===== src/rtl/rr_mux_n.sv =====
// rr_mux_n: round-robin N:1 valid/ready arbiter with a registered output stage.
// Each beat is arbitrated independently, or with PACKET=1 the grant stays on one
// channel from its first beat until the beat that carries in_last.
module rr_mux_n #(
  parameter int unsigned N      = 4,
  parameter int unsigned W      = 32,
  parameter int unsigned PACKET = 0
) (
  input  logic                   clk,
  input  logic                   rst,
  input  logic [N*W-1:0]         in_data,
  input  logic [N-1:0]           in_valid,
  input  logic [N-1:0]           in_last,
  output logic [N-1:0]           in_ready,
  output logic [W-1:0]           out_data,
  output logic [$clog2(N)-1:0]   out_sel,
  output logic                   out_last,
  output logic                   out_valid,
  input  logic                   out_ready
);

  localparam int unsigned SW = $clog2(N);

  // Packet lock state: open means any channel may win the next beat.
  typedef enum logic {
    ST_OPEN   = 1'b0,
    ST_LOCKED = 1'b1
  } lock_e;

  lock_e          lock_q, lock_d;
  logic [SW-1:0]  ptr_q, ptr_d;
  logic [SW-1:0]  lk_ch_q, lk_ch_d;

  logic [W-1:0]   out_data_q, out_data_d;
  logic [SW-1:0]  out_sel_q, out_sel_d;
  logic           out_last_q, out_last_d;
  logic           out_valid_q, out_valid_d;

  logic [N-1:0]   elig;
  logic           gnt_vld;
  logic [SW-1:0]  gnt_idx;
  int unsigned    scan_idx;
  logic [W-1:0]   sel_data;
  logic           sel_last;
  logic           load;

  // Elaboration-time parameter sanity check.
  if (N < 2) begin : g_bad_n
    $error("rr_mux_n: N must be at least 2");
  end

  // Eligible channels: everyone when open, only the locked channel mid-packet.
  always_comb begin
    elig = in_valid;
    if (PACKET != 0) begin
      case (lock_q)
        ST_LOCKED: begin
          elig          = '0;
          elig[lk_ch_q] = in_valid[lk_ch_q];
        end
        default: elig = in_valid;
      endcase
    end
  end

  // Round-robin scan starting at ptr; descending loop so the nearest index wins.
  always_comb begin
    gnt_vld  = 1'b0;
    gnt_idx  = '0;
    scan_idx = 0;
    for (int k = int'(N) - 1; k >= 0; k--) begin
      scan_idx = 32'(ptr_q) + 32'(k);
      if (scan_idx >= N) begin
        scan_idx = scan_idx - N;
      end
      if (elig[scan_idx]) begin
        gnt_vld = 1'b1;
        gnt_idx = SW'(scan_idx);
      end
    end
  end

  // Payload mux for the granted channel.
  always_comb begin
    sel_data = '0;
    sel_last = 1'b0;
    for (int i = 0; i < int'(N); i++) begin
      if (gnt_idx == SW'(i)) begin
        sel_data = in_data[i*W +: W];
        sel_last = in_last[i];
      end
    end
  end

  // Output stage accepts a beat when empty or being drained this cycle.
  assign load = rst & (~out_valid_q | out_ready) & gnt_vld;

  // Ready goes only to the winner, and only when the beat is actually taken.
  always_comb begin
    in_ready = '0;
    if (load) begin
      in_ready[gnt_idx] = 1'b1;
    end
  end

  // Next-state: output register, pointer and packet lock.
  always_comb begin
    lock_d      = lock_q;
    lk_ch_d     = lk_ch_q;
    ptr_d       = ptr_q;
    out_data_d  = out_data_q;
    out_sel_d   = out_sel_q;
    out_last_d  = out_last_q;
    out_valid_d = out_valid_q;
    if (load) begin
      out_valid_d = 1'b1;
      out_data_d  = sel_data;
      out_sel_d   = gnt_idx;
      out_last_d  = (PACKET != 0) ? sel_last : 1'b1;
      if ((PACKET == 0) || sel_last) begin
        // Explicit wrap keeps non-power-of-2 N correct.
        ptr_d  = (gnt_idx == SW'(N - 1)) ? '0 : gnt_idx + SW'(1);
        lock_d = ST_OPEN;
      end else begin
        lock_d  = ST_LOCKED;
        lk_ch_d = gnt_idx;
      end
    end else if (out_valid_q && out_ready) begin
      out_valid_d = 1'b0;
    end
  end

  // State registers with synchronous active-low reset.
  always_ff @(posedge clk) begin
    if (!rst) begin
      lock_q      <= ST_OPEN;
      lk_ch_q     <= '0;
      ptr_q       <= '0;
      out_data_q  <= '0;
      out_sel_q   <= '0;
      out_last_q  <= 1'b0;
      out_valid_q <= 1'b0;
    end else begin
      lock_q      <= lock_d;
      lk_ch_q     <= lk_ch_d;
      ptr_q       <= ptr_d;
      out_data_q  <= out_data_d;
      out_sel_q   <= out_sel_d;
      out_last_q  <= out_last_d;
      out_valid_q <= out_valid_d;
    end
  end

  assign out_data  = out_data_q;
  assign out_sel   = out_sel_q;
  assign out_last  = out_last_q;
  assign out_valid = out_valid_q;

  // At most one channel may see ready in any cycle.
  a_rdy_onehot: assert property (@(posedge clk) $onehot0(in_ready))
    else $error("rr_mux_n: in_ready not one-hot or zero");

endmodule


===== config.mk =====
export PLATFORM = sky130hd
export DESIGN_NAME = rr_mux_n
export DESIGN_NICKNAME = d
export VERILOG_FILES = /design/src/rtl/rr_mux_n.sv
export SDC_FILE = /design/constraint.sdc
export NUM_CORES = 1
export LEC_CHECK = 0
export ABC_AREA = 1
export CAP_MARGIN = 20
export CORE_AREA = 10 10 102 104
export CTS_CLUSTER_SIZE = 10
export DETAILED_ROUTE_END_ITERATION = 10
export DIE_AREA = 0 0 112 114
export PLACE_DENSITY = 0.86
export SLEW_MARGIN = 30
export SYNTH_ARGS = -nofsm -noshare
export SYNTH_HDL_FRONTEND = slang
export SYNTH_SLANG_ARGS = --single-unit

===== constraint.sdc =====
create_clock -name clk -period 2.3 [get_ports clk]
set_input_delay 0.345 -clock clk [delete_from_list [all_inputs] [get_ports clk]]
set_output_delay 0.345 -clock clk [all_outputs]
set_load 0.005 [all_outputs]

==> impl_metrics.env <==
export IMPL_yosys_area_top_type="dfxtp_1"
export IMPL_cts_buffer_depth=2
export IMPL_postSynthCellCount=417
export IMPL_antenna_found_initial=0
export IMPL_synthTopCellsByArea="dfxtp_1, nand2_1, nand3_1, o21ai_0, a21oi_1"
export IMPL_required_ns=1.96
export IMPL_start_kind="flop"
export IMPL_grt_pass1_wl_um=19200
export IMPL_die_h_um=114
export IMPL_drc=0
export IMPL_ant_nets=0
export IMPL_outcome="complete, but fails checks"
export IMPL_regArea_um2=766
export IMPL_synth_distinct_cells=19
export IMPL_crit_fanout=8
export IMPL_wl_per_cell_um=18.2
export IMPL_io_pins=179
export IMPL_crit_path_top_delay_cell="dfxtp_4"
export IMPL_drive_above_1_share_pct=25.0
export IMPL_layout_commonest_cell="clkdlybuf4s50_1"
export IMPL_firstDrtPassIters=4
export IMPL_core_region_area_um2=8470
export IMPL_vias=3650
export IMPL_grt_use_total_pct=18.0
export IMPL_overflow=0
export IMPL_critPathArrivalTime_ns=2.04
export IMPL_p_per_area_nw_per_um2=1100
export IMPL_grt_max_degree=39
export IMPL_path_cells="inv_8 -> nand2_4 -> nand2_4 -> buf_6 -> nand2_4 -> o21ai_2 -> nand2_1 -> nand2_2 -> nand2_4 -> inv_4 -> ha_4 -> inv_4 -> nor2_2 -> buf_2"
export IMPL_maxSlewViolCount=0
export IMPL_crit_top_cell="nand2_4"
export IMPL_grt_pass1_vias=3842
export IMPL_crit_path_end_kind="output port"
export IMPL_die_w_um=112
export IMPL_viasPerCell=5.13
export IMPL_worst_path_largest_cell_delay_ns=0.40
export IMPL_place_gp_congestion=0.850
export IMPL_cts_buffers=5
export IMPL_report_final_hold_viol_count=0
export IMPL_first_iter_violations=207
export IMPL_slew_headroom_pct=73.5
export IMPL_synth_nets=560
export IMPL_period_minus_slack_ns=2.38
export IMPL_worst_hold_slack_ns=0.464
export IMPL_std_cell_rows=34
export IMPL_crit_type="flop to output port"
export IMPL_hold_path_class="flop to flop"
export IMPL_dp_hpwl_um=9310
export IMPL_syn_area_um2=2620
export IMPL_setup_violations_final=29
export IMPL_port_buffers=174
export IMPL_rsz0062_at_grt="true"
export IMPL_htreeDepth=2
export IMPL_fin_ws_ns=-0.0802
export IMPL_synth_avg_cell_area_um2=6.28
export IMPL_cts_root_buf="clkbuf_8"
export IMPL_cts_sinks=38
export IMPL_skew_ns=0.00381
export IMPL_cts_tree="yes"
export IMPL_ys_seq_area_share_pct=29.1
export IMPL_p_leak_nw=2.36
export IMPL_clk_pin_slew_worst_paths_ns=0.07
export IMPL_final_core_util_pct=61.9
export IMPL_period_share_pct=103
export IMPL_fill_cells=698
export IMPL_area_growth_pct=100
export IMPL_wl_um=13000
export IMPL_fin_nets=746
export IMPL_worst_slew_pin_slew_ns=0.398
export IMPL_dieArea_um2=12800
export IMPL_diodes=0
export IMPL_synth_top_area_share_pct=29.1
export IMPL_max_freq_mhz=420
export IMPL_ir_worst_vdd_uv=504
export IMPL_drv_cap=0
export IMPL_most_common_layout_cells="clkdlybuf4s50_1, nand2_1, dfxtp_1"
export IMPL_violations="setup timing"
export IMPL_ys_warn_count=0
export IMPL_place_ws_ns=-0.573
export IMPL_clk_latency_ns=0.28
export IMPL_postSynthRegisterBits=38
export IMPL_tns_ns=-0.682
export IMPL_initial_utilization_pct=30.9
export IMPL_multi_input_area_um2=1950
logic make-up after synthesis:
logic type | count (synthesis) | share of synthesized area (%)
AOI/OAI and AO/OA | 104 | 25.1
adders and majority gates | 4 | 1.91
buffers and inverters | 54 | 9.61
DFF | 38 | 29.1
and+or+nand+nor | 217 | 34.3
final cells by class:
type,instances,share of cell area [%]
Clock buffer,5,1.31
Clock inverter,2,0.191
Inverter,21,1.84
Multi-Input combinational cell,325,37.3
Sequential cell,38,14.6
Tap cell,108,2.58
Timing Repair Buffer,212,42.2
final timing paths:
| path | startpoint | end | slack (ns) | cells after the start |
|---|---|---|---|---|
| max | ptr_q[0] | in_ready[3] | -0.08 | 14 |
| min | out_data[3] | out_data[3] | 0.46 | 2 |
| max reg2reg | ptr_q[0] | out_data[10] | -0.05 | 19 |
| min reg2reg | out_data[3] | out_data[3] | 0.46 | 2 |
power breakdown:
part           switching, mW  total, mW  internal, mW
combinational           2.08       4.21          2.14
clock                  0.228      0.432         0.203
sequential             0.177       1.15         0.969
total                   2.48       5.79          3.31
registers in the layout (all words and copies together) (netlist names):
signal     count
out_sel        2
out_valid      1
ptr_q          2
out_last       1
out_data      32
through the flow:
stage,instances,total power [mW],cell area (um2)
finish,711,5.79,5240
global route,711,6.24,5240
global placement,688,4.18,4540
floorplan,417,2.79,2620
detailed placement,688,4.29,4540
CTS,706,5.36,4920
synthesized netlist by cell type:
cell / instances
dfxtp_1: 38
clkbuf_1: 19
inv_4: 1
nand2_2: 5
ha_1: 4
a21oi_1: 35
a21oi_4: 1
inv_1: 20
nand2_4: 1
buf_6: 5
nand3_1: 39
o211ai_2: 9
nand2_1: 162
buf_1: 2
nor2_4: 2
nor2_1: 8
o21ai_0: 36
o211ai_1: 23
buf_2: 7
worst max-delay path: cells and delay by family (launching register included):
kind | cells | cell delay (ns)
AO/OA/AOI/OAI | 1 | 0.17
adder cells (fa/ha/maj) | 1 | 0.13
flip-flops | 1 | 0.40
buffers and inverters | 5 | 0.46
AND/OR/NAND/NOR | 7 | 0.57
routing by layer:
layer	share of wire [%]	global-route usage [%]
met5	0	0
met1	36	18.1
met3	6.3	4.93
met2	54	33.6
met4	3.9	8.54
repair_timing:
item	CTS	global route
cloned	3	2
pin swaps	20	52
gates resized for setup	95	79
hold buffers	0	0
endpoints found under the hold margin	0	0
endpoints found under the setup margin	36	36
buffers inserted	11	3
Power figures use the tool's default switching activity.
